==> config.mk <==
export PLATFORM = sky130hd
export DESIGN_NAME = fwd_bypass_net
export DESIGN_NICKNAME = d
export VERILOG_FILES = /design/src/rtl/fwd_bypass_net.sv
export SDC_FILE = /design/constraint.sdc
export NUM_CORES = 1
export LEC_CHECK = 0
export CELL_PAD_IN_SITES_DETAIL_PLACEMENT = 1
export CELL_PAD_IN_SITES_GLOBAL_PLACEMENT = 1
export CORE_AREA = 2 2 149 151
export DETAILED_ROUTE_END_ITERATION = 8
export DIE_AREA = 0 0 151 153
export PLACE_DENSITY = 0.82
export SYNTH_ARGS = -nofsm -noshare
export SYNTH_HDL_FRONTEND = slang
export SYNTH_SLANG_ARGS = --single-unit
==> constraint.sdc <==
create_clock -name i_clk -period 2.3 [get_ports i_clk]
set_clock_uncertainty 0.2 [all_clocks]
set_input_delay 0.23 -clock i_clk [delete_from_list [all_inputs] [get_ports i_clk]]
set_output_delay 0.23 -clock i_clk [all_outputs]
set_load 0.01 [all_outputs]
==> src/rtl/fwd_bypass_net.sv <==
// Operand-forwarding network: tracks the last DEPTH register writes and, for
// each read port, returns the youngest in-flight value for the source register
// (live write first, then history entry 0..DEPTH-1) or the register-file value.
module fwd_bypass_net #(
  parameter int unsigned XLEN  = 32,
  parameter int unsigned DEPTH = 3,
  parameter int unsigned NREAD = 2,
  parameter int unsigned AW    = 5
) (
  input  logic                    i_clk,
  input  logic                    i_rst_n,
  input  logic                    i_stall,
  input  logic                    i_flush,
  input  logic                    i_wr_en,
  input  logic [AW-1:0]           i_wr_rd,
  input  logic [XLEN-1:0]         i_wr_data,
  input  logic [NREAD*AW-1:0]     i_rs_addr,
  input  logic [NREAD*XLEN-1:0]   i_rf_data,
  output logic [NREAD*XLEN-1:0]   o_opnd,
  output logic [NREAD-1:0]        o_fwd_hit,
  output logic [NREAD*$clog2(DEPTH+2)-1:0] o_fwd_src,
  output logic [DEPTH-1:0]        o_hist_valid
);

  localparam int unsigned SW = $clog2(DEPTH + 2);

  // One retired-write record; entry 0 of the history is the youngest.
  typedef struct packed {
    logic            valid;
    logic [AW-1:0]   rd;
    logic [XLEN-1:0] data;
  } hist_t;

  hist_t [DEPTH-1:0] hist_q;
  hist_t [DEPTH-1:0] hist_d;

  // Next history: flush clears valids, stall holds, otherwise shift in the live write.
  always_comb begin
    hist_d = hist_q;
    if (i_flush) begin
      for (int unsigned k = 0; k < DEPTH; k++) begin
        hist_d[k].valid = 1'b0;
      end
    end else if (!i_stall) begin
      for (int unsigned k = 1; k < DEPTH; k++) begin
        hist_d[k] = hist_q[k-1];
      end
      hist_d[0].valid = i_wr_en && (i_wr_rd != '0);
      hist_d[0].rd    = i_wr_rd;
      hist_d[0].data  = i_wr_data;
    end
  end

  // History register with asynchronous clear.
  always_ff @(posedge i_clk or negedge i_rst_n) begin
    if (!i_rst_n) begin
      hist_q <= '0;
    end else begin
      hist_q <= hist_d;
    end
  end

  // Export per-entry valid bits.
  always_comb begin
    o_hist_valid = '0;
    for (int unsigned k = 0; k < DEPTH; k++) begin
      o_hist_valid[k] = hist_q[k].valid;
    end
  end

  // Per-port operand select; scanning oldest to youngest lets the youngest match win.
  always_comb begin
    logic [AW-1:0]   rs;
    logic [XLEN-1:0] opnd;
    logic [SW-1:0]   src;
    o_opnd    = '0;
    o_fwd_hit = '0;
    o_fwd_src = '0;
    rs        = '0;
    opnd      = '0;
    src       = '0;
    for (int unsigned p = 0; p < NREAD; p++) begin
      rs   = i_rs_addr[p*AW +: AW];
      opnd = i_rf_data[p*XLEN +: XLEN];
      src  = '0;
      if (rs != '0) begin
        if (i_wr_en && (i_wr_rd == rs)) begin
          opnd = i_wr_data;
          src  = SW'(1);
        end else begin
          for (int k = int'(DEPTH) - 1; k >= 0; k--) begin
            if (hist_q[k].valid && (hist_q[k].rd == rs)) begin
              opnd = hist_q[k].data;
              src  = SW'(k + 2);
            end
          end
        end
      end
      o_opnd[p*XLEN +: XLEN] = opnd;
      o_fwd_src[p*SW +: SW]  = src;
      o_fwd_hit[p]           = (src != '0);
    end
  end

endmodule

==> impl_metrics.csv, run 1 <==
group,metric,value,unit
floorplanning,dieHeight,153,microns
global_route,grt_pass1_vias,11360,
pwr,peakVddDrop,0.6730,mV
synth,synth-seq-cells,114,
timing,fin_tns_setup,-49.51,ns
worst_setup_path,worstPathRequired,1.87,ns
clock_tree,cts_tree,"done",
worst_setup_path,cpMostUsedCell,"buf_6",
job,maxCapViolCount,0,
outcome,outcome,"finished, violations left",
clock_tree,insertion_delay,0.45,ns
synth,yosysSeqAreaShare,34.48,%
worst_setup_path,path_delay_family,"buffers and inverters",
worst_setup_path,startpoint_type,"flop",
worst_setup_path,path_buf_inv,5,
placed_design,place_ws,-1.052,ns
synth,syn_area_per_cell,9.689,sq um
floorplanning,die_area,23100,sq um
clock_tree,cts_num_sinks,114,
worst_setup_path,path_max_fanout,6,
finish,fillers,2161,
worst_setup_path,rr_endpoint,"hist_q[110]",
pwr,switching_share,38.69,%
global_route,grt_pass1_wl,74.66,mm
clock_tree,clk_path_buf_depth,2,
finish,area_growth,71.24,%
global_route,grt_max_degree,43,
drt,via_count,10860,
floorplanning,io_pins,191,
placed_design,gp_congestion,0.8892,
timing,rsz0062_at_grt,"yes",
pwr,p_leak,0.005421,uW
worst_setup_path,cpPeakStageDelay,0.46,ns
clock_tree,h-tree-depth,4,
timing,slew_headroom,49.30,%
timing,hold_viol_final,0,
placed_design,dp_hpwl,25.17,mm
drt,wire_per_inst,38.54,microns
worst_setup_path,arrival,3.14,ns
pwr,p_total,9727,uW
pwr,p_per_area,686.5,nW/um^2
synth,yosys.area.top_type_share,34.48,%
timing,slew_viol_final,0,
worst_setup_path,cp_slowest_cell,"a21oi_2",
placed_design,dp_cells,1349,
drt,post-route-drc-count,0,
pwr,p_int,5964,uW
timing,fmax,280.4,MHz
worst_setup_path,path_class,"reg2out",
timing,finalSetupViolCount,72,
pwr,pwr-share-seq,33.5,%
timing,worst_slack,-1.266,ns
placed_design,port_buffers,190,
pwr,combinationalPowerShare,35.8,%
worst_setup_path,ff2ff_setup_slack,0.92,ns
timing,fin_hold_ws,0.1464,ns
timing,finalCriticalPeriod,3.566,ns
clock_tree,cts-root-buf,"clkbuf_16",
global_route,grt_overflow,0,
synth,synth_nets,970,
synth,syn_inst,854,
outcome,violations,"setup timing",
worst_setup_path,cp_cell_sequence,"buf_6 > xor2_4 > nor4_4 > buf_6 > buf_4 > clkbuf_16 > a32o_1 > o221ai_2 > a21oi_2 > buf_2",
drt,drt_iter0_drc,1387,
worst_setup_path,path_depth,10,
worst_setup_path,timing.rr.start,"hist_q[72]",
finish,antenna_cells,0,
worst_setup_path,worst_setup_path_end_kind,"output pin",
worst_setup_path,r2r_cells,3,
synth,yosys_warnings,0,
worst_hold_path,min_path_type,"in2async",
clock_tree,cts_buffers,17,
floorplanning,dieWidth,151,microns
synth,synth_area_leaders,"dfrtp_1, mux2_2, a21oi_1",
drt,detail-route-antenna-nets,0,
global_route,antenna_found_initial,2,
drt,routed_wl,55.85,mm
pwr,power_switching,3764,uW
timing,fin_crit_sh,155.1,%
finish,fin_nets,1272,
timing,tightest_slew,0.7605,ns
finish,stdcell_count,1449,
drt,drt-pass1-iter-count,7,
synth,yosys.area.top_type,"dfrtp_1",
pwr,power.clock.fraction,30.7,%
clock_tree,clk_pin_slew,0.08,ns
floorplanning,fp.coreArea,21490,sq um
synth,syn_area,8274,sq um
floorplanning,initial_core_util,38.51,%
floorplanning,rows,54,
global_route,grt_use_total,43.60,%
synth,synth_cell_type_count,43,
finish,drive_gt1_share,55.77,%
drt,viasPerCell,7.497,
metal layers:
metal / vias up / global-route usage, % / wire length [microns]
met1: 5355 / 51.65 / 19520
met5: - / 0 / 50
li1: 3992 / - / -
met2: 1064 / 68.07 / 24830
met3: 448 / 12.45 / 6127
met4: 4 / 29.64 / 5325
per-stage QoR:
step	cell area, sq um	utilization, %
after CTS	13570	63.18
after global routing	14170	65.94
after floorplan	8274	-
after detailed placement	11440	53.26
after global placement	11440	53.26
final	14170	65.94
Yosys cell counts (all sizes together):
cell type / n
o31ai: 1
and3: 4
mux2: 111
nand4: 2
a31oi: 2
a21boi: 64
mux2i: 2
a32o: 30
o21ai: 1
xnor2: 20
nor4: 7
or4: 2
or2: 1
and4: 1
buf: 62
nor3: 2
nor2: 12
and2: 6
clkbuf: 47
a21bo: 1
a22o: 2
o221ai: 64
nand3: 35
inv: 1
nand2: 12
or3: 1
xor2: 20
a21oi: 131
dfrtp: 114
o22ai: 96
cell usage in the layout, fill, tap and decap left out, types with 4 or more instances in the layout:
cell type / instances
a32o_2: 20
buf_2: 63
dlygate4sd2_1: 13
o22ai_2: 19
a21boi_1: 20
nand2_2: 5
xnor2_1: 10
clkbuf_16: 19
clkdlybuf4s50_1: 104
clkinvlp_4: 5
o221ai_2: 29
buf_8: 6
xnor2_2: 7
dfrtp_1: 108
o22ai_1: 66
and2_4: 4
buf_12: 47
xor2_1: 11
clkinv_2: 5
buf_6: 38
xor2_2: 8
o221ai_1: 4
mux2_2: 111
a32o_1: 10
dfrtp_2: 6
buf_4: 115
a21boi_2: 8
nor2_1: 7
a21oi_2: 52
nor4_2: 4
a21oi_1: 77
nand2_1: 4
bufinv_16: 4
a21boi_0: 36
nand3_1: 32
o22ai_4: 11
nor2_4: 5
o221ai_4: 31
layout make-up:
class / count / area, sq um / area share (%)
Clock buffer: 17 / 425.4 / 3.002
Clock inverter: 15 / 191.4 / 1.351
Inverter: 1 / 3.754 / 0.02649
Multi-Input combinational cell: 630 / 6422 / 45.33
Sequential cell: 114 / 2860 / 20.19
Tap cell: 280 / 350.3 / 2.473
Timing Repair Buffer: 392 / 3915 / 27.63
sequential cells by signal (all words and copies together), names as in the netlist:
register	cells
o_hist_valid	3
hist_q	111
power groups by stage:
stage | sequential, uW | combinational [uW] | clock (uW)
CTS | 3050 | 2950 | 2860
floorplan | 2840 | 1230 | 0
global route | 3290 | 3530 | 3050
global placement | 2950 | 2340 | 0
detailed placement | 3000 | 2430 | 0
finish | 3260 | 3480 | 2980
worst max path at each step:
stage | start | end | slack, ns
6_report | hist_q[70] | o_opnd[51] | -1.27
5_1_grt | hist_q[70] | o_opnd[51] | -1.28
4_1_cts | hist_q[110] | o_opnd[44] | -0.59
3_5_place_dp | i_rs_addr[5] | o_opnd[41] | -1.05
3_3_place_gp | i_rs_addr[5] | o_opnd[47] | -1.03
2_1_floorplan | hist_q[111] | o_fwd_src[5] | 0.18
worst register-to-register path: stages (launching register included):
cell	delay (ns)
dfrtp_2	0.45
buf_4	0.16
buf_4	0.13
mux2_2	0.32
kinds of logic (layout without fill, tap and decap cells):
| logic type | Yosys count | after routing | synth area share (%) |
|---|---|---|---|
| XOR/XNOR | 40 | 40 | 4.325 |
| AND/OR/NAND/NOR | 85 | 85 | 5.671 |
| multiplexers | 113 | 113 | 15.35 |
| AO/OA/AOI/OAI | 392 | 392 | 33.30 |
| buffers and inverters | 110 | 425 | 6.881 |
| flip-flops | 114 | 114 | 34.48 |
repair_timing:
item | in CTS | in global routing
pin swaps | 100 | 46
setup endpoints to repair | 72 | 72
endpoints found under the hold margin | 35 | 0
buffers inserted | 57 | 9
resized for setup | 547 | 110
hold buffers | 1 | 0
cloned | 8 | 2
No activity file was read; power rests on OpenSTA's default activity.
==> inputs of run 2 (changes only) <==
--- a/config.mk
+++ b/config.mk
@@ -14,3 +14,4 @@
 export SYNTH_ARGS = -nofsm -noshare
 export SYNTH_HDL_FRONTEND = slang
 export SYNTH_SLANG_ARGS = --single-unit
+export TNS_END_PERCENT = 10
==> run 2 against run 1 <==
Against the previous run: total power is 1.0% lower; final cell count decreased by 1.2%; first-iteration DRC count is 3.6% higher; cell area is 4.5% lower; the flow still finishes with violations (setup timing); fmax grew 8.9%; sequential power down 1%; non-clock buffer count fell by 19; combinational power decreased by 2%; register-to-register slack about the same; sequential cell count unchanged; clock power about the same.
==> impl_metrics.csv, run 2 (synthesized netlist as in run 1, its figures left out) <==
group,metric,value,unit
worst_setup_path,startpoint_type,"flop",
drt,routed_wl,53.37,mm
floorplanning,rows,54,
timing,finalCriticalPeriod,3.276,ns
finish,final_area,13540,sq um
outcome,outcome,"finished, violations left",
timing,hold_viol_final,0,
timing,worst_slack,-0.9757,ns
clock_tree,clk_pin_slew,0.07,ns
finish,area_growth,63.60,%
job,maxCapViolCount,0,
worst_setup_path,r2r_cells,3,
clock_tree,cts_num_sinks,114,
clock_tree,cts_buffers,17,
timing,slew_viol_final,0,
worst_setup_path,path_class,"reg2out",
worst_setup_path,cpPeakStageDelay,0.45,ns
placed_design,placed_area,11440,sq um
finish,final_cell_mix,"buf_4, mux2_2, dfrtp_1, clkdlybuf4s50_1, a21oi_1",
timing,fin_crit_sh,142.4,%
timing,rsz0062_at_grt,"yes",
floorplanning,dieHeight,153,microns
outcome,violations,"setup timing",
floorplanning,die_area,23100,sq um
worst_setup_path,cp_cell_sequence,"xor2_2 > nor4_4 > buf_6 > buf_12 > buf_4 > a22o_1 > o221ai_2 > a21oi_2 > buf_2",
timing,fin_hold_ws,0.1427,ns
clock_tree,cts-root-buf,"clkbuf_16",
worst_hold_path,min_path_type,"in2async",
global_route,grt_overflow,0,
pwr,peakVddDrop,0.4547,mV
global_route,grt_pass1_wl,71.24,mm
finish,seqCellArea,2861,sq um
worst_setup_path,path_max_fanout,6,
drt,via_count,10720,
worst_setup_path,path_depth,9,
placed_design,dp_cells,1349,
finish,stdcell_count,1432,
drt,detail-route-antenna-nets,0,
clock_tree,clk_path_buf_depth,2,
worst_setup_path,path_buf_inv,4,
timing,fmax,305.3,MHz
timing,finalSetupViolCount,72,
finish,multi_input_area,6033,sq um
floorplanning,io_pins,191,
worst_setup_path,worst_setup_path_end_kind,"output pin",
finish,fin_nets,1253,
finish,drive_gt1_share,52.17,%
floorplanning,dieWidth,151,microns
placed_design,place_ws,-1.052,ns
finish,largest_register,"hist_q",
global_route,grt_max_degree,43,
global_route,grt_use_total,41.11,%
drt,viasPerCell,7.489,
pwr,p_leak,0.005180,uW
placed_design,port_buffers,190,
pwr,p_per_area,711.2,nW/um^2
floorplanning,fp.coreArea,21490,sq um
drt,drt-pass1-iter-count,6,
clock_tree,cts_tree,"done",
floorplanning,initial_core_util,38.51,%
drt,post-route-drc-count,0,
drt,dr.max_layer_used,"met4",
worst_setup_path,cp_slowest_cell,"dfrtp_2",
drt,wire_per_inst,37.27,microns
drt,drt_iter0_drc,1437,
worst_setup_path,worstPathRequired,1.87,ns
timing,slew_headroom,54.72,%
placed_design,gp_congestion,0.8892,
finish,fillers,2243,
clock_tree,insertion_delay,0.45,ns
clock_tree,h-tree-depth,4,
global_route,antenna_found_initial,2,
global_route,grt_pass1_vias,11110,
drt,wl_met3,6.072,mm
worst_setup_path,arrival,2.85,ns
drt,wl_met1,18.45,mm
timing,tightest_slew,0.6792,ns
finish,largest_reg_flops,111,
placed_design,dp_hpwl,25.17,mm
worst_setup_path,path_delay_family,"compound AO/OA/AOI/OAI gates",
finish,layout_commonest_cell,"buf_4",
drt,wl_met2,23.79,mm
==> run 2: power breakdown <==
part / internal, uW / switching (uW) / leakage [uW]
Combinational: 1650 / 1770 / 0.00354
Clock: 1800 / 1180 / 0.000290
Sequential: 2480 / 741 / 0.00134
==> run 2: routing by layer <==
layer | global-route usage (%) | up-vias
met5 | 0 | -
met4 | 28.70 | 0
met3 | 9.642 | 447
met2 | 64.39 | 1153
met1 | 49.50 | 5187
li1 | - | 3937
==> run 2: final timing paths <==
| path | start | to | slack [ns] |
|---|---|---|---|
| max | hist_q[74] | o_opnd[52] | -0.98 |
| min | i_rst_n | hist_q[110] | 0.14 |
| min in group i_clk | i_wr_rd[3] | hist_q[35] | 0.17 |
| min reg2reg | hist_q[82] | hist_q[82] | 0.36 |
| max reg2reg | hist_q[72] | hist_q[110] | 0.93 |
| max in group asynchronous | i_rst_n | hist_q[36] | 0.92 |
==> run 2: cell type report <==
class | count | area share [%]
Inverter | 1 | 0.02773
Antenna cell | 2 | 0.03697
Multi-Input combinational cell | 630 | 44.57
Sequential cell | 114 | 21.14
Clock inverter | 15 | 1.414
Clock buffer | 17 | 3.143
Tap cell | 280 | 2.588
Timing Repair Buffer | 373 | 27.08
==> run 2: what timing repair did <==
item	in CTS	in global routing
hold endpoints to repair	35	0
gates resized for setup	445	123
pin swaps	96	29
gates cloned	8	0
buffers inserted	33	11
hold buffers	1	0
setup endpoints to repair	72	72
==> run 2: stage by stage <==
stage	util, %	setup TNS [ns]	total power [uW]
floorplan	-	0	4071
detailed placement	53.26	-69.63	5424
finish	63.00	-47.98	9627
CTS	60.56	-36.35	8735
global placement	53.26	-67.30	5286
global route	62.98	-51.29	9765
==> inputs of run 3 (changes only) <==
--- a/config.mk
+++ b/config.mk
@@ -5,6 +5,7 @@
 export SDC_FILE = /design/constraint.sdc
 export NUM_CORES = 1
 export LEC_CHECK = 0
+export CAP_MARGIN = 0
 export CELL_PAD_IN_SITES_DETAIL_PLACEMENT = 1
 export CELL_PAD_IN_SITES_GLOBAL_PLACEMENT = 1
 export CORE_AREA = 2 2 149 151
==> results of run 3 <==
Final layout, timing and power as in run 2 (identical DEF).
